$ cat src/rtl/pcs_scrambler_mc.sv
// pcs_scrambler_mc: multi-lane 64b/66b self-synchronous scrambler/descrambler.
// Adds a skid buffer and per-lane header-error counters; PCS_SCR_BYPASS_EN adds scr_bypass.
module pcs_scrambler_mc #(
    parameter int unsigned NUM_LANES = 2,
    parameter int unsigned MODE      = 0,
    parameter logic [57:0] SEED      = 58'h3FF_FFFF_FFFF_FFFF,
    parameter int unsigned CNT_WIDTH = 16
) (
    input  logic                           pcs_clk,
    input  logic                           pcs_rst_n,
    input  logic [NUM_LANES*66-1:0]        in_data,
    input  logic                           in_valid,
    output logic                           in_ready,
    output logic [NUM_LANES*66-1:0]        out_data,
    output logic                           out_valid,
    input  logic                           out_ready,
    input  logic                           err_clr,
`ifdef PCS_SCR_BYPASS_EN
    input  logic                           scr_bypass,
`endif
    output logic [NUM_LANES-1:0]           hdr_err_flag,
    output logic [NUM_LANES*CNT_WIDTH-1:0] hdr_err_cnt
);

    logic [NUM_LANES-1:0][57:0]          lfsr;
    logic [NUM_LANES-1:0][57:0]          lfsr_nxt;
    logic [NUM_LANES-1:0][CNT_WIDTH-1:0] cnt;
    logic [NUM_LANES*66-1:0]             proc;
    logic [NUM_LANES*66-1:0]             skid_data;
    logic                                skid_full;
    logic                                skid_full_nxt;
    logic                                accept;
    logic                                bypass;
    logic                                out_free;
    logic [NUM_LANES-1:0]                hdr_bad;
    logic [NUM_LANES-1:0]                hdr_hit;

    assign accept   = in_valid && in_ready;
    assign out_free = !out_valid || out_ready;
    assign hdr_hit  = hdr_bad & {NUM_LANES{accept}};

`ifdef PCS_SCR_BYPASS_EN
    assign bypass = scr_bypass;
`else
    assign bypass = 1'b0;
`endif

    // 64 serial LFSR steps unrolled; bit 2 of each lane is processed first.
    always_comb begin
        logic [57:0] s;
        logic        b;
        logic        o;
        s        = '0;
        b        = 1'b0;
        o        = 1'b0;
        proc     = in_data;
        lfsr_nxt = lfsr;
        hdr_bad  = '0;
        for (int l = 0; l < NUM_LANES; l++) begin
            s = lfsr[l];
            for (int i = 0; i < 64; i++) begin
                b = in_data[l*66 + 2 + i];
                o = b ^ s[38] ^ s[57];
                s = {s[56:0], (MODE == 0) ? o : b};
                proc[l*66 + 2 + i] = bypass ? b : o;
            end
            if (!bypass) begin
                lfsr_nxt[l] = s;
            end
            hdr_bad[l] = (in_data[l*66 + 1] == in_data[l*66]);
        end
    end

    // in_ready never covers a full skid, so accept and a full skid never coincide.
    always_comb begin
        skid_full_nxt = skid_full;
        if (out_free) begin
            skid_full_nxt = 1'b0;
        end else if (accept) begin
            skid_full_nxt = 1'b1;
        end
    end

    always_ff @(posedge pcs_clk) begin
        if (!pcs_rst_n) begin
            out_valid <= 1'b0;
            out_data  <= '0;
            skid_full <= 1'b0;
            skid_data <= '0;
            in_ready  <= 1'b0;
            lfsr      <= {NUM_LANES{SEED}};
        end else begin
            if (accept) begin
                lfsr <= lfsr_nxt;
            end
            if (out_free) begin
                if (skid_full) begin
                    out_data  <= skid_data;
                    out_valid <= 1'b1;
                end else if (accept) begin
                    out_data  <= proc;
                    out_valid <= 1'b1;
                end else begin
                    out_valid <= 1'b0;
                end
            end else if (accept) begin
                skid_data <= proc;
            end
            skid_full <= skid_full_nxt;
            in_ready  <= !skid_full_nxt;
        end
    end

    always_ff @(posedge pcs_clk) begin
        if (!pcs_rst_n) begin
            cnt          <= '0;
            hdr_err_flag <= '0;
        end else begin
            for (int l = 0; l < NUM_LANES; l++) begin
                if (err_clr) begin
                    cnt[l]          <= hdr_hit[l] ? CNT_WIDTH'(1) : '0;
                    hdr_err_flag[l] <= hdr_hit[l];
                end else if (hdr_hit[l]) begin
                    hdr_err_flag[l] <= 1'b1;
                    if (cnt[l] != '1) begin
                        cnt[l] <= cnt[l] + 1'b1;
                    end
                end
            end
        end
    end

    assign hdr_err_cnt = cnt;

endmodule
$ cat config.mk
export PLATFORM = sky130hd
export DESIGN_NAME = pcs_scrambler_mc
export DESIGN_NICKNAME = d
export VERILOG_FILES = /design/src/rtl/pcs_scrambler_mc.sv
export SDC_FILE = /design/constraint.sdc
export NUM_CORES = 1
export LEC_CHECK = 0
export CAP_MARGIN = 25
export CORE_MARGIN = 8
export CORE_UTILIZATION = 55
export CTS_CLUSTER_DIAMETER = 120
export DETAILED_ROUTE_END_ITERATION = 12
export PLACE_DENSITY = 0.93
export SKIP_CTS_REPAIR_TIMING = 1
export SYNTH_ARGS = -nofsm -noshare
export SYNTH_HDL_FRONTEND = slang
export SYNTH_SLANG_ARGS = --single-unit
$ cat constraint.sdc
create_clock -name pcs_clk -period 3.4 [get_ports pcs_clk]
set_input_delay 0.68 -clock pcs_clk [delete_from_list [all_inputs] [get_ports pcs_clk]]
set_output_delay 0.68 -clock pcs_clk [all_outputs]
set_load 0.005 [all_outputs]
==> summary.md <==
| Metric | Value |
|---|---|
| Status | `completed` |
| Reg2reg start | `hdr_err_cnt[16]` |
| IO Count | `305` |
| DP HPWL | `around 41 mm` |
| Core Region | `approximately 34,000 µm²` |
| Worst setup endpoint | `hdr_err_cnt[6]` |
| Cell area after synthesis | `about 19,000 µm²` |
| Post-synth EDFFs | `0` |
| F_max | `~430 MHz` |
| Final hold vios | `0` |
| Synth-to-layout area growth | `25.07%` |
| Final cell count without fillers | `around 2,800` |
| Static Leak | `~0.0093 µW` |
| Skew-Pair Late Insertion Delay | `~0.56 ns` |
| CP Capture Type | `flop` |
| Final Wtd Congestion | `between 0.9 and 1` |
| FF+latch count, synth | `417` |
| Worst reg-to-reg setup slack | `approximately 1.2 ns` |
| Crit-path max FO | `between 60 and 70` |
| Total Neg Setup Slack | `0 ns` |
| Synth warn | `0` |
| Wire length per cell | `about 22 µm` |
| Syn nets | `about 2,200` |
| Final setup fails | `0` |
| Drt first pass iters | `5` |
| Share of the synthesized area in the top cell type | `44.35%` |
| Final Cycle Share | `approximately two thirds` |
| H-tree depth | `2` |
| Largest net degree at the start of global routing | `around 220` |
| Die Ht | `between 200 and 250 µm` |
| Routed met3 length | `~5.1 mm` |
| CTS tree | `built` |
| Met2 WL | `between 20 and 30 mm` |
| Post-route cell area | `~24,000 µm²` |
| Initial Util | `around 56%` |
| Worst R2R Path Depth | `6` |
| Clock skew | `roughly 0.036 ns` |
| DR DRC count | `0` |
| Initial DRC Count | `roughly 1,600` |
| Worst Tran Pin Value | `between 1 and 1.5 ns` |
| Hold Crit Class | `flop to flop` |
| CP startpoint kind | `input port` |
| Synthesized netlist cell count | `a little over 2,000` |
| Internal cell power | `9155 µW` |
| Sw Pwr | `around 3600 µW` |
| Number of cells on the worst hold path | `2` |
| Sw frac | `27.99%` |
| Unrepaired setup endpoints after global routing | `no` |
| Async S/R FF share, synth | `0%` |
| Worst EP required | `a little under 4 ns` |
| Relative slew margins | `between 20% and 30%` |
| WS Path Type | `input port to flop` |
| MaxCap Viol Count | `0` |
| I/O Buffers | `304` |
| Cell taking the most area after synthesis | `dfxtp_1` |
| Net count, final | `2,409` |
| Routed vias | `roughly 17,000` |
| Die area | `between 40,000 and 50,000 µm²` |
| Cts bufs inserted | `44` |
| Launch point of the worst path | `in_valid` |
| Ys flop type | `dfxtp_1` |
| Initial antenna violation count | `0` |
| Sequential power share | `between 40% and 50%` |
| Clock share of power | `a little under two fifths` |
| Fill count | `approximately 2,400` |
| Crit path time final | `roughly 2.3 ns` |
| Synth cell types | `40` |
| Pwr dens | `approximately 540 nW/µm²` |
| Share of cells above drive strength 1 | `under 10%` |
| Row count | `67` |
| CP arrival | `between 2 and 3 ns` |
| Post-placement cell count | `approximately 2,700` |
| Cell Area, Placed | `between 20,000 and 25,000 µm²` |
| Routed met1 length | `22.71 mm` |
| Final Power | `around 13,000 µW` |
| Reg clk slew, reported paths | `around 0.060 ns` |
| Gate power share | `between 10% and 20%` |
| Area contributors post-synth | `dfxtp_1 44%, nand2_1 7.6%, xnor2_1 7.0%` |
| Post-route ant nets | `0` |
| Sequential share of the synthesized area | `44.35%` |
| Syn_area_per_cell | `9.111 µm²` |
| Top routing layer in use | `met4` |
| Die Wd | `201.0 µm` |
| Clock Path Buffers | `3` |
| Remaining Overflow, GRT | `0` |
| Slew Limit Fails | `0` |
| Reg2reg end | `hdr_err_cnt[17]` |
| Clock Tree Root | `clkbuf_16` |
| GR Util All Layers | `between 20% and 30%` |
| Drt total wl | `roughly 60 mm` |
| Avg Vias per Cell | `approximately 6` |
| Vias in the first global route | `~16,000` |
| First-pass GRT wire length | `slightly above 90 mm` |
| Ant diodes | `0` |
| VDD IR-drop max | `0.4065 mV` |
| Clk sinks | `about 420` |
[cell usage after synthesis, types with 2 or more instances]
cell,number
dfxtp_1,417
nand2_1,380
xnor2_1,150
o211ai_1,127
o21ai_0,127
a21oi_1,124
clkbuf_1,123
nand3_1,101
a21boi_0,83
mux2i_1,69
o211a_1,54
xnor3_1,50
nor2_1,42
or3_1,39
buf_2,29
nand2b_1,29
xor2_1,20
buf_1,15
nor4_1,14
a211oi_1,12
and3_1,8
nand4_1,7
and2_1,6
nor2b_1,5
o31ai_1,5
and4_1,4
or4_1,4
inv_1,3
o21a_1,3
buf_4,2
buf_6,2
ha_1,2
nand3b_1,2
o2bb2ai_1,2
[power by group through the flow]
| stage | clock [µW] | sequential [µW] | combinational (µW) |
|---|---|---|---|
| final | 4860 | 5410 | 2440 |
| after global routing | 5100 | 5430 | 2600 |
| after CTS | 4910 | 5400 | 2420 |
| after detailed placement | 0 | 5500 | 2390 |
| after global placement | 0 | 5480 | 2320 |
| after floorplan | 0 | 5440 | 1380 |
[layer usage]
layer	GRT usage, %	vias to the layer above
met5	0	-
met1	33.98	7895
met2	48.24	890
met3	5.357	178
li1	-	7618
met4	15.43	0
[cell type report]
cell class                 count  area [µm²]  share of cell area [%]
clock buffer                  66        1335                   5.671
clock inverter                13       133.9                  0.5687
inverter                       3       11.26                 0.04783
multi-input combinational   1475        9801                   41.63
sequential                   417        8352                   35.48
tap                          448       560.5                   2.381
timing repair buffer         329        3348                   14.22
[registers in the layout (all words and copies together), names as in the netlist]
name / count
in_ready: 1
lfsr: 116
out_valid: 1
skid_full: 1
hdr_err_flag: 2
skid_data: 132
out_data: 132
hdr_err_cnt: 32
[per-stage QoR]
stage,util [%],setup slack [ns],hold WS [ns]
after detailed placement,65.66,0.5768,0.4560
after global routing,70.03,0.9554,0.4811
final,70.03,1.080,0.4629
after CTS,70.03,1.100,0.4643
after global placement,65.66,0.5864,0.4489
after floorplan,-,1.580,0.4397
[critical path: stages]
cell and delay (ns):
clkdlybuf4s50_1 0.60, nand2_8 0.27, o21ba_1 0.49, or4_1 0.57, a21oi_1 0.15
[cells in the final DEF (no fill, tap or decap), types with 13 or more instances in the layout]
| cell type | n |
|---|---|
| a21boi_0 | 83 |
| a21oi_1 | 124 |
| buf_4 | 16 |
| clkbuf_16 | 45 |
| clkbuf_8 | 13 |
| clkdlybuf4s50_1 | 303 |
| dfxtp_1 | 416 |
| mux2i_1 | 69 |
| nand2_1 | 379 |
| nand2b_1 | 29 |
| nand3_1 | 101 |
| nor2_1 | 41 |
| nor4_1 | 14 |
| o211a_1 | 54 |
| o211ai_1 | 127 |
| o21ai_0 | 127 |
| or3_1 | 39 |
| xnor2_1 | 150 |
| xnor3_1 | 50 |
| xor2_1 | 20 |
[how the worst min path moves through the flow]
stage,start,end,slack [ns]
detailed placement,skid_data[91],skid_data[91],0.46
global route,skid_data[91],skid_data[91],0.48
floorplan,skid_data[129],skid_data[129],0.44
CTS,skid_data[91],skid_data[91],0.46
finish,skid_data[2],skid_data[2],0.46
global placement,skid_data[100],skid_data[100],0.45
[cells by family after synthesis]
family	after synthesis	share of synthesized area, %
and+or+nand+nor	644	15.23
buffers and inverters	174	3.782
DFF	417	44.35
muxes	69	3.669
adders and majority gates	2	0.1329
AOI/OAI and AO/OA	540	18.94
xor gates and xnor gates	220	13.89
No activity file was read; power rests on OpenSTA's default activity.
